### src/rtl/chan_buf_reader.sv
// chan_buf_reader: reads one frame of words from a buffer memory and streams
// them out with valid/ready handshaking.
//
// A start pulse in IDLE captures base_addr/length and moves to RUN. Reads are
// issued to the memory (one-cycle read latency). Returned words land in a
// 2-entry output FIFO whose head drives the output stream. A read is issued
// only when fewer than length words have been issued, fewer than words_written
// words have been issued, and the FIFO has room for it. When the final word
// handshakes, the block spends one cycle in DONE (done pulse) and returns to
// IDLE. A start with length 0 goes straight to DONE.
//
// Optional feature (macro CHAN_BUF_READER_REPLAY_EN): adds input replay. A
// replay pulse in IDLE, after at least one completed frame, rereads the last
// captured frame. The replayed frame ignores words_written. start wins if both
// are high.
//
// Ports:
//   clk, reset           clock and synchronous active-high reset
//   start                single-cycle frame request (sampled in IDLE only)
//   base_addr, length    frame placement and size, captured on accepted start
//   words_written        producer fill level; limits how far reads may run
//   mem_rd_en/addr/data  buffer read port, data valid one cycle after rd_en
//   out_valid/data/last  output stream, out_last marks the final word
//   out_ready            downstream accept
//   busy, done           RUN-state flag and completion pulse
//   replay               (CHAN_BUF_READER_REPLAY_EN only) reread last frame
module chan_buf_reader #(
  parameter int DEPTH  = 16384,
  parameter int DATA_W = 32,
  localparam int AW    = $clog2(DEPTH)
) (
  input  logic              clk,
  input  logic              reset,
  input  logic              start,
  input  logic [AW-1:0]     base_addr,
  input  logic [AW:0]       length,
  input  logic [AW:0]       words_written,
`ifdef CHAN_BUF_READER_REPLAY_EN
  input  logic              replay,
`endif
  output logic              mem_rd_en,
  output logic [AW-1:0]     mem_rd_addr,
  input  logic [DATA_W-1:0] mem_rd_data,
  output logic              out_valid,
  output logic [DATA_W-1:0] out_data,
  output logic              out_last,
  input  logic              out_ready,
  output logic              busy,
  output logic              done
);

  localparam logic [AW-1:0] LAST_ADDR = AW'(DEPTH - 1);
  localparam logic [AW:0]   CNT_ONE   = (AW+1)'(1);
  localparam logic [AW-1:0] ADDR_ONE  = AW'(1);

  typedef enum logic [1:0] {S_IDLE, S_RUN, S_DONE} state_t;

  state_t              r_state;
  logic [AW:0]         r_len;
  logic [AW:0]         r_issued;
  logic [AW-1:0]       r_next_addr;
  logic [AW-1:0]       r_rd_addr;
  logic                r_pend;
  logic                r_pend_last;
  logic [DATA_W-1:0]   r_fifo_data [2];
  logic [1:0]          r_fifo_last;
  logic                r_head;
  logic                r_tail;
  logic [1:0]          r_cnt;
`ifdef CHAN_BUF_READER_REPLAY_EN
  logic [AW-1:0]       r_base;
  logic                r_no_ww;
  logic                r_has_frame;
`endif

  logic                w_accept_start;
  logic                w_accept_replay;
  logic                w_launch;
  logic [AW:0]         w_launch_len;
  logic                w_ignore_ww;
  logic                w_pop;
  logic [1:0]          w_occ;
  logic                w_rd_en;
  logic                w_issue_last;
  logic [AW-1:0]       w_addr_inc;

  assign w_accept_start = (r_state == S_IDLE) && start;
`ifdef CHAN_BUF_READER_REPLAY_EN
  assign w_accept_replay = (r_state == S_IDLE) && replay && r_has_frame && !start;
  assign w_launch_len    = w_accept_start ? length : r_len;
  assign w_ignore_ww     = r_no_ww;
`else
  assign w_accept_replay = 1'b0;
  assign w_launch_len    = length;
  assign w_ignore_ww     = 1'b0;
`endif
  assign w_launch = w_accept_start || w_accept_replay;

  assign out_valid = (r_cnt != 2'd0);
  assign out_data  = out_valid ? r_fifo_data[r_head] : '0;
  assign out_last  = out_valid && r_fifo_last[r_head];
  assign w_pop     = out_valid && out_ready;

  // Words that will still occupy the FIFO after this cycle's pop, counting
  // the word arriving from memory now. A new read may be issued only if its
  // word is guaranteed a slot even if downstream stalls from here on; using
  // the post-pop count is what allows one word per cycle with two entries.
  assign w_occ = r_cnt + {1'b0, r_pend} - {1'b0, w_pop};

  assign w_rd_en = (r_state == S_RUN) && (r_issued < r_len) &&
                   (w_ignore_ww || (r_issued < words_written)) &&
                   (w_occ < 2'd2);

  assign w_issue_last = (r_issued == r_len - CNT_ONE);
  // Compare-based wrap so DEPTH need not be a power of two.
  assign w_addr_inc   = (r_next_addr == LAST_ADDR) ? '0 : r_next_addr + ADDR_ONE;

  assign mem_rd_en   = w_rd_en;
  // Show the last issued address whenever no read is being issued.
  assign mem_rd_addr = w_rd_en ? r_next_addr : r_rd_addr;

  assign busy = (r_state == S_RUN);
  assign done = (r_state == S_DONE);

  always_ff @(posedge clk) begin
    if (reset) begin
      r_state     <= S_IDLE;
      r_issued    <= '0;
      r_rd_addr   <= '0;
      r_pend      <= 1'b0;
      r_head      <= 1'b0;
      r_tail      <= 1'b0;
      r_cnt       <= 2'd0;
`ifdef CHAN_BUF_READER_REPLAY_EN
      r_no_ww     <= 1'b0;
      r_has_frame <= 1'b0;
`endif
    end else begin
      r_pend <= w_rd_en;
      if (w_rd_en) begin
        r_issued  <= r_issued + CNT_ONE;
        r_rd_addr <= r_next_addr;
      end
      if (r_pend) r_tail <= ~r_tail;
      if (w_pop)  r_head <= ~r_head;
      r_cnt <= r_cnt + {1'b0, r_pend} - {1'b0, w_pop};

      case (r_state)
        S_IDLE: begin
          if (w_launch) begin
            r_issued <= '0;
            r_state  <= (w_launch_len == '0) ? S_DONE : S_RUN;
`ifdef CHAN_BUF_READER_REPLAY_EN
            r_no_ww  <= w_accept_replay;
`endif
          end
        end
        S_RUN: begin
          if (w_pop && out_last) r_state <= S_DONE;
        end
        S_DONE: begin
          r_state <= S_IDLE;
`ifdef CHAN_BUF_READER_REPLAY_EN
          r_has_frame <= 1'b1;
`endif
        end
        default: r_state <= S_IDLE;
      endcase
    end
  end

  // Frame parameters, read address walk and FIFO storage; visibility of the
  // stored words is governed by the control registers above.
  always_ff @(posedge clk) begin
    if (w_accept_start) begin
      r_len       <= length;
      r_next_addr <= base_addr;
`ifdef CHAN_BUF_READER_REPLAY_EN
      r_base      <= base_addr;
`endif
    end
`ifdef CHAN_BUF_READER_REPLAY_EN
    else if (w_accept_replay) begin
      r_next_addr <= r_base;
    end
`endif
    else if (w_rd_en) begin
      r_next_addr <= w_addr_inc;
      r_pend_last <= w_issue_last;
    end

    if (r_pend) begin
      r_fifo_data[r_tail] <= mem_rd_data;
      r_fifo_last[r_tail] <= r_pend_last;
    end
  end

endmodule

### config.mk
export PLATFORM = sky130hd
export DESIGN_NAME = chan_buf_reader
export DESIGN_NICKNAME = d
export VERILOG_FILES = /design/src/rtl/chan_buf_reader.sv
export SDC_FILE = /design/constraint.sdc
export NUM_CORES = 1
export LEC_CHECK = 0
export CAP_MARGIN = 40
export CORE_MARGIN = 8
export CORE_UTILIZATION = 48
export CTS_BUF_LIST = sky130_fd_sc_hd__clkbuf_8
export DETAILED_ROUTE_END_ITERATION = 10
export PLACE_DENSITY = 0.82
export SLEW_MARGIN = 25
export SYNTH_ARGS = -nofsm -noshare
export SYNTH_HDL_FRONTEND = slang
export SYNTH_SLANG_ARGS = --single-unit
### constraint.sdc
create_clock -name clk -period 3.2 [get_ports clk]
set_input_delay 0.32 -clock clk [delete_from_list [all_inputs] [get_ports clk]]
set_output_delay 0.32 -clock clk [all_outputs]
set_load 0.01 [all_outputs]
==> impl_metrics.tcl <==
set metrics [dict create \
    cp-start-kind "flop" \
    drive_gt1_share_pct 18.26 \
    insertion_delay_ns 0.44 \
    rsz0062_at_grt "true" \
    power_uw 5759 \
    clk_pin_slew_ns 0.09 \
    clock_skew_ns 0.01534 \
    slew_viol_final 0 \
    cts-root-buf "clkbuf_8" \
    dp.cells 918 \
    wl_um 17270 \
    antenna_cells 0 \
    coreArea_um2 13670 \
    final_common_cell "clkdlybuf4s50_1" \
    ys.warnings.count 0 \
    avgSynthCellArea_um2 10.81 \
    vias_per_cell 5.509 \
    clockBufferDepth 2 \
    die_w_um 133.1 \
    die_area_um2 17720 \
    routedWlPerCell_um 17.73 \
    layout_common_cells "clkdlybuf4s50_1 (114), edfxtp_1 (96), nor2_1 (54), nand2_1 (48), a21oi_1 (42)" \
    cts.sinks 133 \
    path_class "flop to output port" \
    min_path_type "flop to flop" \
    place.port_buffers 130 \
    fill_cells 1023 \
    leakagePower_uw 0.003385 \
    timing.hold.ws_ns 0.4475 \
    first_pass_iters 5 \
    synthArstFlopShare_pct 0 \
    grt_first_pass_wirelength_um 26990 \
    start_util_pct 48.19 \
    synth_edf_count 96 \
    cts_tree "built" \
    grtUsageTotal_pct 18.98 \
    nNetsFinal 895 \
    syn_nets 723 \
    final_area_um2 9002 \
    num_io_pins 131 \
    die_h_um 133.1 \
    syn_inst 609 \
    synth_flop_cell "edfxtp_1" \
    num_vias 5366 \
    status "finished clean" \
    postRouteAntennaNets 0 \
    yosysUniqueCellTypes 49 \
    hold_viol 0 \
    cts_buffers 17 \
    rows 43 \
    cp.arrival_ns 2.86 \
    antenna_found_initial 0 \
    dpl_cell_area_um2 8262 \
    synth_seq_cells 133 \
    fmax_mhz 314.1 \
    cp-end-kind "output port" \
    hpwl_um 11950 \
    required_ns 2.88 \
    cts.htree.levels 4 \
    drc 0 \
    cap_violations 0 \
    cts_hold_buf 0 \
    grt_max_degree 34 \
    setup_viol 0 \
    grt_pass1_vias 5354 \
    p_per_area_nw_per_um2 639.7 \
    final_cell_count_no_fill 974 \
    post-route-period-util_pct 99.48 \
    tightest_slew_ns 0.6333 \
    ys_seq_area_share_pct 55.03 \
    tns_ns 0 \
    gp_congestion 0.8754 \
    relSlewSlack_pct 57.78 \
    synth.cell_area_um2 6585 \
    min_period_ns 3.183 \
    drt_iter0_markers 409 \
    crit_path_max_fanout 5 \
    ir_worst_vdd_mv 0.3744 \
    syn2layout_area_growth_pct 36.71 \
    gr-total-overflow 0 \
]
## cell families after synthesis
logic type | share of synthesized area, %
DFF | 55.03
buffers and inverters | 3.686
xor gates and xnor gates | 4.921
adders and majority gates | 6.460
AOI/OAI and AO/OA | 8.874
and+or+nand+nor | 15.54
muxes | 5.491
## final timing paths
kind / start / to / slack, ns / cells past startpoint
setup / recovery: r_cnt[1] / mem_rd_addr[10] / 0.02 / 15
hold / removal: r_pend_last / r_fifo_last[1] / 0.45 / 0
hold reg to reg: r_pend_last / r_fifo_last[1] / 0.45 / 0
setup reg to reg: r_cnt[1] / r_next_addr[3] / 0.27 / 16
## state kept, by name (all words and copies together) (netlist names), named ones only
name and cells:
r_fifo_data 64, r_issued 15, r_len 15, r_next_addr 14
r_rd_addr 14, r_cnt 2, r_fifo_last 2, r_state 2
r_head 1, r_pend 1, r_pend_last 1, r_tail 1
## metal layers
| metal | share of wire (%) | routed length, um | vias to the layer above | global-route usage (%) |
|---|---|---|---|---|
| li1 | - | - | 2553 | - |
| met5 | 0 | 0 | - | 0 |
| met1 | 42 | 7323 | 2571 | 23.21 |
| met4 | 2.1 | 355 | 0 | 7.923 |
| met2 | 49 | 8444 | 212 | 31.15 |
| met3 | 6.6 | 1141 | 30 | 5.045 |
## report_power, final
part           leakage, uW  switching, uW  internal (uW)
sequential         0.00119            195           2070
clock             0.000195            695            697
combinational      0.00200            975           1120
## cell usage after synthesis (16+ instances only)
master | number | area, um2
nor2_1 | 56 | 210.2
inv_1 | 34 | 127.6
xnor2_1 | 21 | 183.9
o21ai_0 | 35 | 175.2
nand3_1 | 30 | 150.1
xor2_1 | 16 | 140.1
dfxtp_1 | 37 | 740.7
ha_1 | 34 | 425.4
a21oi_1 | 42 | 210.2
edfxtp_1 | 96 | 2883
nand2_1 | 50 | 187.7
mux2i_1 | 35 | 350.3
## final cells by class
class                   count  area, um2  share of cell area, %
flip-flops and latches    133       3627                  40.29
multi-input cells         416       2953                  32.80
repair buffers            179       1679                  18.65
clock buffers              17      234.0                  2.599
well taps                 180      225.2                  2.502
clock inverters            15      156.4                  1.737
inverters                  34      127.6                  1.418
## per-stage QoR
| stage | util [%] | setup WS [ns] |
|---|---|---|
| floorplan | - | 0.09723 |
| global placement | 60.25 | -0.1539 |
| detailed placement | 60.46 | -0.2883 |
| CTS | 65.14 | -0.06138 |
| global route | 65.88 | -0.1323 |
| finish | 65.88 | 0.01657 |
## critical path, cell delays in order, from the launching register on
cell and delay [ns]:
dfxtp_2 0.34, nor2_4 0.11, inv_2 0.04, and2_4 0.14, ha_4 0.26, inv_2 0.04, ha_4 0.16, xnor2_4 0.14
xnor2_2 0.18, nor4_4 0.19, and3_4 0.27, buf_6 0.13, buf_6 0.10, nand3_2 0.08, nand2_1 0.09, buf_2 0.12
## timing repair
item                       4_1_cts  5_1_grt
setup endpoints to repair       15       15
setup buffers                   18        6
gates cloned                     1        0
resized for setup               94       29
pin swaps                        9        3
Note: power is estimated with default switching activity, not from simulation.
